--- src/rtl/running_min_topk_if.sv ---
// Candidate stream in, sorted K-nearest snapshot out, for running_min_topk.
// The master side drives candidates and control pulses. The slave side publishes the snapshot.
interface running_min_topk_if #(
  parameter int DIST_WIDTH = 25,
  parameter int IDX_WIDTH  = 9,
  parameter int K          = 4
) ();
  logic                             restart;
  logic                             valid_in;
  logic [DIST_WIDTH-1:0]            dist_in;
  logic [IDX_WIDTH-1:0]             idx_in;
  logic                             finalize;
  logic                             out_valid;
  logic [K-1:0][DIST_WIDTH-1:0]     out_dist;
  logic [K-1:0][IDX_WIDTH-1:0]      out_idx;
  logic [K-1:0]                     out_entry_valid;

  // There is no backpressure. A candidate is taken in every cycle that valid_in is high.
  // out_valid is a one-cycle pulse, and out_* hold their values until the next pulse.
  modport master (
    output restart, valid_in, dist_in, idx_in, finalize,
    input  out_valid, out_dist, out_idx, out_entry_valid
  );
  modport slave (
    input  restart, valid_in, dist_in, idx_in, finalize,
    output out_valid, out_dist, out_idx, out_entry_valid
  );
endinterface

--- src/rtl/running_min_topk.sv ---
// Keeps a sorted list of the K nearest candidates of the current query. It has two stages.
// Option macro RUNNING_MIN_DEDUP_EN: when defined, a candidate whose index is already in the list is discarded.
module running_min_topk #(
  parameter int DIST_WIDTH = 25,
  parameter int IDX_WIDTH  = 9,
  parameter int K          = 4
) (
  input  logic                clk,
  input  logic                rst_n,
  running_min_topk_if.slave   bus
);

  logic                         restart_s1_q, valid_s1_q, finalize_s1_q;
  logic [DIST_WIDTH-1:0]        dist_s1_q;
  logic [IDX_WIDTH-1:0]         idx_s1_q;

  logic [K-1:0][DIST_WIDTH-1:0] dist_q, dist_d, dist_sh;
  logic [K-1:0][IDX_WIDTH-1:0]  idx_q, idx_d, idx_sh;
  logic [K-1:0]                 vld_q, vld_d, vld_live, vld_sh;
  logic [K-1:0]                 keep, prev_keep;
  logic                         dup, ins;

  logic                         out_valid_q, out_valid_d;
  logic [K-1:0][DIST_WIDTH-1:0] out_dist_q, out_dist_d;
  logic [K-1:0][IDX_WIDTH-1:0]  out_idx_q, out_idx_d;
  logic [K-1:0]                 out_ev_q, out_ev_d;

  always_ff @(posedge clk or negedge rst_n) begin
    if (!rst_n) begin
      restart_s1_q  <= 1'b0;
      valid_s1_q    <= 1'b0;
      finalize_s1_q <= 1'b0;
      dist_s1_q     <= '0;
      idx_s1_q      <= '0;
    end else begin
      restart_s1_q  <= bus.restart;
      valid_s1_q    <= bus.valid_in;
      finalize_s1_q <= bus.finalize;
      dist_s1_q     <= bus.dist_in;
      idx_s1_q      <= bus.idx_in;
    end
  end

  // Valid entries are sorted and sit at the front. Invalid entries fill the tail.
  // So keep[] is a run of ones followed by zeros, and the first zero is the insert slot.
  always_comb begin
    vld_live = restart_s1_q ? '0 : vld_q;
    for (int i = 0; i < K; i++) begin
      keep[i] = vld_live[i] && (dist_q[i] <= dist_s1_q);
    end
    prev_keep = {keep[K-2:0], 1'b1};
    dist_sh   = {dist_q[K-2:0], {DIST_WIDTH{1'b0}}};
    idx_sh    = {idx_q[K-2:0], {IDX_WIDTH{1'b0}}};
    vld_sh    = {vld_live[K-2:0], 1'b0};

    dup = 1'b0;
`ifdef RUNNING_MIN_DEDUP_EN
    for (int i = 0; i < K; i++) begin
      if (vld_live[i] && (idx_q[i] == idx_s1_q)) dup = 1'b1;
    end
`endif
    ins = valid_s1_q && !dup;

    dist_d = dist_q;
    idx_d  = idx_q;
    vld_d  = vld_live;
    if (ins) begin
      for (int i = 0; i < K; i++) begin
        if (!keep[i]) begin
          if (prev_keep[i]) begin
            dist_d[i] = dist_s1_q;
            idx_d[i]  = idx_s1_q;
            vld_d[i]  = 1'b1;
          end else begin
            dist_d[i] = dist_sh[i];
            idx_d[i]  = idx_sh[i];
            vld_d[i]  = vld_sh[i];
          end
        end
      end
    end

    out_valid_d = finalize_s1_q;
    out_dist_d  = out_dist_q;
    out_idx_d   = out_idx_q;
    out_ev_d    = out_ev_q;
    if (finalize_s1_q) begin
      for (int i = 0; i < K; i++) begin
        out_ev_d[i]   = vld_d[i];
        out_dist_d[i] = vld_d[i] ? dist_d[i] : '0;
        out_idx_d[i]  = vld_d[i] ? idx_d[i] : '0;
      end
    end
  end

  always_ff @(posedge clk or negedge rst_n) begin
    if (!rst_n) begin
      dist_q      <= '0;
      idx_q       <= '0;
      vld_q       <= '0;
      out_valid_q <= 1'b0;
      out_dist_q  <= '0;
      out_idx_q   <= '0;
      out_ev_q    <= '0;
    end else begin
      dist_q      <= dist_d;
      idx_q       <= idx_d;
      vld_q       <= vld_d;
      out_valid_q <= out_valid_d;
      out_dist_q  <= out_dist_d;
      out_idx_q   <= out_idx_d;
      out_ev_q    <= out_ev_d;
    end
  end

  assign bus.out_valid       = out_valid_q;
  assign bus.out_dist        = out_dist_q;
  assign bus.out_idx         = out_idx_q;
  assign bus.out_entry_valid = out_ev_q;

endmodule

--- src/flat_wrapper.sv ---
// flat-port wrapper written by rule: the top's interface ports become plain ports
module running_min_topk_flat 
#(
  parameter int DIST_WIDTH = 25,
  parameter int IDX_WIDTH  = 9,
  parameter int K          = 4
)
  (clk, rst_n, bus_restart, bus_valid_in, bus_dist_in, bus_idx_in, bus_finalize, bus_out_valid, bus_out_dist, bus_out_idx, bus_out_entry_valid);
  running_min_topk_if #(.DIST_WIDTH(DIST_WIDTH), .IDX_WIDTH(IDX_WIDTH), .K(K)) bus_i ();
  input  logic clk;
  input  logic rst_n;
  input wire logic [$bits(bus_i.restart)-1:0] bus_restart;
  input wire logic [$bits(bus_i.valid_in)-1:0] bus_valid_in;
  input wire logic [$bits(bus_i.dist_in)-1:0] bus_dist_in;
  input wire logic [$bits(bus_i.idx_in)-1:0] bus_idx_in;
  input wire logic [$bits(bus_i.finalize)-1:0] bus_finalize;
  output wire logic [$bits(bus_i.out_valid)-1:0] bus_out_valid;
  output wire logic [$bits(bus_i.out_dist)-1:0] bus_out_dist;
  output wire logic [$bits(bus_i.out_idx)-1:0] bus_out_idx;
  output wire logic [$bits(bus_i.out_entry_valid)-1:0] bus_out_entry_valid;
  assign bus_i.restart = bus_restart;
  assign bus_i.valid_in = bus_valid_in;
  assign bus_i.dist_in = bus_dist_in;
  assign bus_i.idx_in = bus_idx_in;
  assign bus_i.finalize = bus_finalize;
  assign bus_out_valid = bus_i.out_valid;
  assign bus_out_dist = bus_i.out_dist;
  assign bus_out_idx = bus_i.out_idx;
  assign bus_out_entry_valid = bus_i.out_entry_valid;
  running_min_topk #(.DIST_WIDTH(DIST_WIDTH), .IDX_WIDTH(IDX_WIDTH), .K(K)) u_core (.clk(clk), .rst_n(rst_n), .bus(bus_i));
endmodule
--- config.mk ---
export PLATFORM = sky130hd
export DESIGN_NAME = running_min_topk_flat
export DESIGN_NICKNAME = d
export VERILOG_FILES = /design/src/rtl/running_min_topk_if.sv /design/src/rtl/running_min_topk.sv /design/src/flat_wrapper.sv
export SDC_FILE = /design/constraint.sdc
export NUM_CORES = 1
export LEC_CHECK = 0
export CAP_MARGIN = 20
export CORE_ASPECT_RATIO = 0.7
export CORE_MARGIN = 2
export CORE_UTILIZATION = 35
export DETAILED_ROUTE_END_ITERATION = 7
export SLEW_MARGIN = 20
export SYNTH_ARGS = -nofsm -noshare
export SYNTH_HDL_FRONTEND = slang
export SYNTH_SLANG_ARGS = --single-unit
export TNS_END_PERCENT = 20
--- constraint.sdc ---
create_clock -name clk -period 5.65 [get_ports clk]
set_input_delay 1.13 -clock clk [delete_from_list [all_inputs] [get_ports clk]]
set_output_delay 1.13 -clock clk [all_outputs]
set_load 0.1 [all_outputs]
==> results of run 1 <==
## layout by cell type, fill, tap and decap left out, types with 5 or more instances in the layout
cell type / synthesis / routed
o41ai_1: 33 / 33
a31o_1: 12 / 12
nor3_1: 8 / 8
inv_1: 34 / 34
o21ai_0: 12 / 12
a31o_2: 22 / 22
a221oi_1: 34 / 34
nor2_1: 104 / 104
mux2_4: 29 / 29
clkbuf_16: 0 / 35
mux2_2: 142 / 142
nand3_1: 11 / 11
dfrtp_1: 318 / 317
a21oi_1: 41 / 39
nor2b_1: 107 / 106
clkbuf_1: 41 / 7
nand2b_1: 34 / 34
and3_1: 5 / 5
clkdlybuf4s50_1: 0 / 178
and2_0: 7 / 7
ha_1: 100 / 100
nand4_1: 17 / 17
buf_4: 3 / 20
a21o_1: 11 / 10
a221o_1: 70 / 70
nand2_1: 24 / 23
## metrics by stage
step                cells  worst slack [ns]  hold slack (ns)  total power [mW]
finish               2091              1.41            0.482              9.01
global route         2091              1.17            0.513              9.49
CTS                  2090              1.49            0.486              9.05
detailed placement   2033              1.51            0.468              6.76
global placement     2032              1.57            0.467              6.71
floorplan            1304              2.78            0.448              5.72
## state kept, by name, summed over array words and instances, names as in the netlist
name                        count
u_core.ins                      1
u_core.bus.out_dist           100
u_core.dist_q                 100
u_core.bus.out_valid            1
u_core.restart_s1_q             1
u_core.idx_q                   36
u_core.bus.out_idx             36
u_core.finalize_s1_q            1
u_core.dist_s1_q               25
u_core.vld_q                    4
u_core.bus.out_entry_valid      4
u_core.idx_s1_q                 9
## cells in the mapped netlist (12+ instances only)
cell / n
a21oi_1: 41
a221o_1: 70
a221oi_1: 34
a31o_1: 12
a31o_2: 22
buf_2: 23
clkbuf_1: 41
dfrtp_1: 318
ha_1: 100
inv_1: 34
mux2_2: 142
mux2_4: 29
nand2_1: 24
nand2b_1: 34
nand4_1: 17
nor2_1: 104
nor2b_1: 107
o21ai_0: 12
o41ai_1: 33
## cell families after synthesis
kind of cell,count (synthesis),synth area share
AO/OA/AOI/OAI,266,0.140
adder cells (fa/ha/maj),100,0.0793
buffers and inverters,110,0.0321
flip-flops,318,0.505
multiplexers,171,0.129
AND/OR/NAND/NOR,339,0.115
## power groups by stage
stage | Clock (mW) | Sequential [mW] | Combinational [mW]
floorplan | 0 | 4.13 | 1.59
global placement | 0 | 3.31 | 3.40
detailed placement | 0 | 3.31 | 3.45
CTS | 2.30 | 3.28 | 3.47
global route | 2.41 | 3.36 | 3.73
finish | 2.24 | 3.29 | 3.47
## per-layer routing
metal	part of all wire	vias up
met1	0.50	5851
li1	-	5190
met2	0.42	360
met3	0.057	71
met4	0.029	0
met5	0	-
## path summary, 6_finish.rpt
kind / cells after the start / endpoint / slack, ns
max in group asynchronous: 2 / u_core.dist_q[63] / 3.64
worst max register to register: 10 / u_core.bus.out_dist[67] / 1.41
worst min register to register: 2 / u_core.bus.out_idx[34] / 0.48
min in group asynchronous: 1 / u_core.dist_s1_q[10] / 0.66
worst min-delay path: 2 / u_core.bus.out_idx[34] / 0.48
worst max-delay path: 10 / u_core.bus.out_dist[67] / 1.41
## area by class of cell
cell class | instances | share of cell area
flip-flops and latches | 318 | 0.412
multi-input cells | 876 | 0.382
clock buffers | 46 | 0.0496
inverters | 35 | 0.00680
repair buffers | 202 | 0.103
well taps | 603 | 0.0391
clock inverters | 11 | 0.00713
## worst max-delay path: cells and delay by family (launching register included)
kind	cells	cell delay, ns
flip-flops	1	0.44
adder cells (fa/ha/maj)	1	0.33
AND/OR/NAND/NOR	2	0.61
buffers and inverters	2	0.47
AO/OA/AOI/OAI	5	2.30
==> impl_summary.md, run 1 <==
Clocking
The root buffer selected by CTS is clkbuf_16. The clock drives 318 sinks. The number of buffers added for setup after CTS is 0.

In this run, CTS created clock tree buffers numbering 34. Counting along the longest clock path gives a buffer depth of 3. After clock tree synthesis, the clock-pin slew on the worst setup and hold paths is 0.06 ns. The H-tree was split into 2 levels. The count of hold buffers inserted by post-cts repair is 0. The CTS tree is done.

At the later pin of the worst-skew pair, clock insertion delay measures 0.55 ns. Gates resized during post-CTS repair numbered 0.

Setup path
The element type at the critical path end is a flip-flop. The cell with the largest stage delay on the worst path is a21oi_4. The path type of the worst setup path is reg2reg. STA puts the critical path data required time at 6.13 ns. The startpoint type of the worst setup path is a flip-flop. Walking the worst path, the cells encountered are inv_1 -> ha_1 -> a21oi_1 -> nand2_1 -> a221o_1 -> o31ai_4 -> nand2_4 -> a21oi_4 -> buf_4 -> a221o_1. In this run the critical register-to-register path is launched from u_core.dist_s1_q[23]. The maximum fanout encountered on the critical timing path is 34.

For this run, the slowest stage of the critical path takes 0.88 ns. In this run the worst setup path begins at u_core.dist_s1_q[23]. The data arrival time of the critical path is 4.71 ns. The most common cell type on the critical path is a221o_1.

Synth
In this run, synthesis inferred 0 flip-flops with an integrated enable. The synthesized netlist net count is 1443. The flop and latch count out of synthesis is 318. In the synthesized netlist the async set-or-reset flop fraction comes to 1.00. Of the post-synthesis cell area, the dominant cell type holds 0.505. Summed over all instances, the cell type with the most area after synthesis is dfrtp_1.

The distinct cell type count of the synthesized netlist is 60. The most used flip-flop cell after synthesis is dfrtp_1. The synthesized netlist occupies a cell area of 15800 um^2. Yosys attributes the largest share of cell area to dfrtp_1, mux2_2, ha_1, a221o_1, nor2b_1. The mean post-synth cell area is 12.1 um^2. The post-synthesis sequential area ratio is 0.505. The gate count after technology mapping is 1304.

During synthesis, Yosys emitted a total of 0 warnings.

GRT
The number of global-route vias before repair is 11839. For this run, the total global-route usage over all layers was measured as 0.208. After global routing the overflow that remains totals 0. The layer flagged by global routing as most heavily used is met1. The global-route track usage on met1 is 0.315. For this run, global-route usage on met3 was measured as 0.0405. The initial antenna violation count is 0.

The pin count of the biggest net entering global routing is 111. The global-route wire length before repair is 74.8 mm. For this run, global-route usage on met2 was measured as 0.297.

Power
The internal power summed over all cells is 5.31 mW. The static leakage power is 8.38 nW. VDD sags by at most 0.232 mV. Of the total power, registers draw 0.365. Of the total power, the share spent switching nets is 0.411. The net switching power is 3.70 mW. The combinational fraction of design power is 0.386. The power density relative to cell area is 466 nW/um^2. Of the total power, the clock network draws 0.249.

Run status
The flow ran to the end, and the final reports show no timing, DRC or antenna violations.

Timing
The final setup violation count is 0. The period utilization is 0.750. The final count of hold timing violations is 0.

After routing, the total negative slack on setup checks comes to 0 ns. The final count of pins violating max slew came to 0. The setup clock skew after layout is 0.0326 ns. Based on the critical path, the design can be clocked at up to 0.236 GHz.

For the pin with the worst max-slew slack, the measured transition is 1.09 ns. Headroom to the max-slew limit came out at 0.252. Setup repair after global routing left no endpoint under its margin. After layout, the minimum clock period comes to 4.24 ns.

Floorplanning
The width of the die is 258 um. For this configuration, the core starts out at a cell density of 0.353. The core box area is 44700 um^2. The vertical die dimension is 182 um. The initialized floorplan defines 65 standard-cell rows. The floorplan step defined a die boundary enclosing 46800 um^2. The I/O pin count is 180.

Worst hold path
The worst hold-check path type is reg2reg. The worst min-delay path startpoint is u_core.bus.out_idx[34].

Cells and area
The area occupied by multi-input gates is 7370 um^2. The repair_antennas step left the layout with diodes totalling 0. Of the cells placed in the final design, the portion with a size suffix greater than 1 is 0.190. The area added between synthesis and finish is 22.5%. The finished cells cover 19300 um^2. After filler insertion, the fill cell instance count of the layout stands at 4219. The final design utilization is 0.432. Across the whole layout, storage elements account for 7960 um^2.

At the end of the flow, the number of nets in the layout was 1606.

Drt
Using the TritonRoute via totals, the vias-per-cell ratio works out to 5.49. In this run, the number of DRC markers left after iteration 0 of detailed routing was 895. The overall via count from detail_route is 11472. After detailed routing, the average wire length per cell comes to 23.0 um.

The remaining routing DRC violations is 0. In this run the remaining antenna-violating nets after routing total 0. After detailed routing, the total wire length is 48.1 mm. The number of iterations in the first detailed-routing pass is 5.

Run
Across the run, the number of max-cap violations was 0.

Placed design
The number of input and output port buffers inserted is 179. Detailed placement finished with a half-perimeter wire length of 32.2 mm. Once placement finished, the instance area stood at 18200 um^2.

The routability congestion estimate from global placement is 0.881.
(Power assumes the default switching activity.)
==> inputs of run 2 (changes only) <==
- clock period: 5.65 -> 4.4 ns (I/O delays scaled with it)
==> run 2 against run 1 <==
  * Die area stayed put
  * Critical path depth increased by 1
  * Design area increased by 0.93%
  * Clock-buffer cell count up 4
  * Core utilization increased by 0.40 points
  * Cell count rose by 0.72%
  * First-iteration DRC count up 5.0%
  * Worst hold slack worse by 0.12 ns
  * Maximum frequency increased by 13%
  * Sequential share of layout area is 0.38 points lower
  * Global-route usage rose by 0.26 points
  * Non-clock buffer count is 12 higher
  * Critical path type unchanged
  * Critical endpoint is now u_core.bus.out_dist[47]
  * Largest cell class unchanged
  * Highest routed layer unchanged
==> impl_summary.md, run 2 (synthesized netlist as in run 1, its figures left out) <==
Clocking
The number of CTS-inserted buffers is 35 (+2.9%). The largest buffer count on any clock path is 3 (unchanged). TritonCTS built the clock tree. The root buffer selected by CTS is clkbuf_16. The clock latency of the later-clocked register in the worst-skew pair is 0.55 ns (about the same). The clock-pin slew of the registers on the worst-case setup and hold paths is 0.06 ns (about the same).

The clock sink total is 318 (unchanged). The count of instances resized after the clock tree is built is 0 (unchanged). The count of hold buffers inserted by post-cts repair is 0 (unchanged). The count of H-tree levels built during CTS is 2 (unchanged).

The number of buffers added for setup after CTS was 0 (unchanged).

GRT
The global-route wire length before repair came to 75.8 mm (+1.4%). The total grt overflow is 0 (unchanged). The initial antenna violation count is 0 (unchanged). The number of global-route vias before repair is 12043 (+1.7%). The pin count of the biggest net entering global routing is 89 (-20%).

The overall global routing resource usage came to 0.210 (+0.00260).

Run
The number of maximum-capacitance violations was 0 (unchanged).

Drt
The final routed wirelength across all metal layers was 48.6 mm (+1.0%). The detail-routed via count per cell was 5.46 (-0.43%). The remaining routing DRC violations is 0 (unchanged). The number of iterations in the first detailed-routing pass is 5 (unchanged). The number of DRC markers after the initial detailed-route iteration is 940 (+5.0%). The number of nets still failing antenna checks after routing came to 0 (unchanged). The overall via count from detail_route is 11505 (+0.29%). The post-detailed-route wirelength per cell is 23.1 um (+0.29%).

Worst hold path
The min-delay analysis places its worst path in the category in2async.

Cells and area
The commonest non-fill, non-tap cell in the layout is dfrtp_1. The number of fill cells is 4139 (-1.9%). The area added between synthesis and finish is 23.6%. The number of diodes is 0 (unchanged). In the layout the commonest cells are dfrtp_1, clkdlybuf4s50_1, mux2_2, nor2b_1, nor2_1. The cell area after layout came to 19500 um^2 (+0.93%). The final layout net count is 1619 (+0.81%). The fraction of layout cells with a size suffix above 1 is 0.198 (+0.00809).

Power
The part of the total power dissipated in the clock network is 0.255 (+0.006). The net switching power is 4.78 mW (+29%). The power density relative to cell area was 600 nW/um^2 (+29%). The static leakage power came to 8.47 nW (+1.2%). The fraction of power spent switching nets is 0.408 (-0.00228). The peak ir drop on the vdd network came to 0.277 mV (+19%). The combinational fraction of design power came to 0.383 (-0.003).

The power share of the sequential group is 0.362 (-0.003). The internal power summed over all cells is 6.92 mW (+30%).

Floorplanning
The width of the die was 258 um (unchanged). The I/O pin count is 180 (unchanged). The count of standard-cell rows is 65 (unchanged).

The initial core utilization is 0.353 (unchanged). The core box area is 44700 um^2 (unchanged). The vertical die dimension is 182 um (unchanged).

The die area is 46800 um^2 (unchanged).

Setup path
In this run the worst setup path begins at u_core.dist_s1_q[6]. The data arrival time of the critical path is 4.15 ns (-0.56 ns). The dominant delay contributor by cell family on the critical path is compound AO/OA/AOI/OAI gates. The most common cell type on the critical path is buf_4.

The element type at the critical path end is a flip-flop. The launch instance of the worst register-to-register path is u_core.dist_s1_q[6]. The critical path goes through inv_1 -> ha_1 -> a211oi_1 -> nor2_1 -> a2111oi_0 -> o31a_1 -> a21oi_4 -> buf_4 -> and3_1 -> buf_4 -> a221o_1. The required time of the critical path is 4.81 ns (-1.32 ns).

The count of buffering cells on the critical path with inverters included is 3 (+1). The cell with the largest stage delay on the worst path is a2111oi_0. The path type of the worst setup path is reg2reg. The delay of the slowest critical-path stage is 0.85 ns (-0.03 ns). The maximum fanout encountered on the critical timing path came to 21 (-38%). The startpoint type of the worst setup path is a flip-flop.

Placed design
The number of input and output port buffers inserted is 179 (unchanged). The area after detailed placement was 18300 um^2 (+0.79%). The total half-perimeter wirelength after legalization and detailed placement was 32.8 mm (+1.7%). The routability congestion estimate from global placement is 0.826 (-6.3%).

Timing
The fmax is 0.267 GHz (+13%). The setup clock skew after layout was 0.0223 ns (-0.0103 ns). The final sum of negative setup slack came to 0 ns (unchanged). The normalized max-slew margin is 0.227 (-0.0246). The final count of hold timing violations is 0 (unchanged). The period utilization is 0.851 (+0.101). Setup repair after global routing left no endpoint under its margin. The minimum clock period was 3.75 ns (-0.493 ns).

The final count of pins violating max slew is 0 (unchanged). The final setup violation count came to 0 (unchanged). The pin slew with the least headroom to its limit is 1.16 ns (+0.0627 ns).

Run status
The run finished with clean final reports.
## run 2: changes by cell type in the layout (fill, tap and decap cells not counted), sizes merged
cell / previous run / this run
inv: 34 / 35
clkbuf: 46 / 50
buf: 24 / 36
clkinv: 9 / 8
clkinvlp: 1 / 0
## run 2: metrics by stage
stage                     setup slack, ns  total power [mW]  utilization  hold slack [ns]  instances
after CTS                           0.713              11.8        0.436            0.414       2106
after global routing                0.368              12.3        0.436            0.428       2106
after global placement              0.739              8.65        0.410            0.468       2046
after detailed placement            0.748              8.72        0.410            0.477       2046
after floorplan                      1.53              7.35            -            0.448       1304
final                               0.654              11.7        0.436            0.366       2106
## run 2: final cells by class
class / instances / area [um^2] / share of cell area
Clock buffer: 50 / 1010 / 0.0519
Clock inverter: 10 / 144 / 0.00738
Inverter: 35 / 131 / 0.00674
Multi-Input combinational cell: 876 / 7370 / 0.378
Sequential cell: 318 / 7960 / 0.408
Tap cell: 603 / 754 / 0.0387
Timing Repair Buffer: 214 / 2120 / 0.109
## run 2: final timing paths
kind / to / slack, ns / depth (start not counted)
hold reg to reg: u_core.idx_q[28] / 0.50 / 2
max in group asynchronous: u_core.dist_q[50] / 3.13 / 2
setup / recovery: u_core.bus.out_dist[47] / 0.65 / 11
min in group clk: u_core.idx_q[28] / 0.50 / 2
setup reg to reg: u_core.bus.out_dist[47] / 0.65 / 11
hold / removal: u_core.bus.out_dist[9] / 0.37 / 1
## run 2: routing by layer
layer  up-vias  wire length, um  global-route usage  part of all wire
met4         0              989              0.0513             0.020
met3        54             2530              0.0416             0.052
met5         -                0                   0                 0
met1      5933            24200               0.315              0.50
li1       5222                -                   -                 -
met2       296            20800               0.310              0.43
## run 2: power by group through the flow
| stage | combinational [mW] | clock (mW) | sequential [mW] |
|---|---|---|---|
| floorplan | 2.04 | 0 | 5.31 |
| global placement | 4.40 | 0 | 4.25 |
| detailed placement | 4.46 | 0 | 4.26 |
| CTS | 4.48 | 3.06 | 4.22 |
| global route | 4.82 | 3.19 | 4.31 |
| finish | 4.48 | 2.99 | 4.23 |
==> inputs of run 3 (changes only) <==
- SETUP_SLACK_MARGIN: unset -> 0.02
==> results of run 3 <==
Final layout, timing and power as in run 2 (identical DEF).
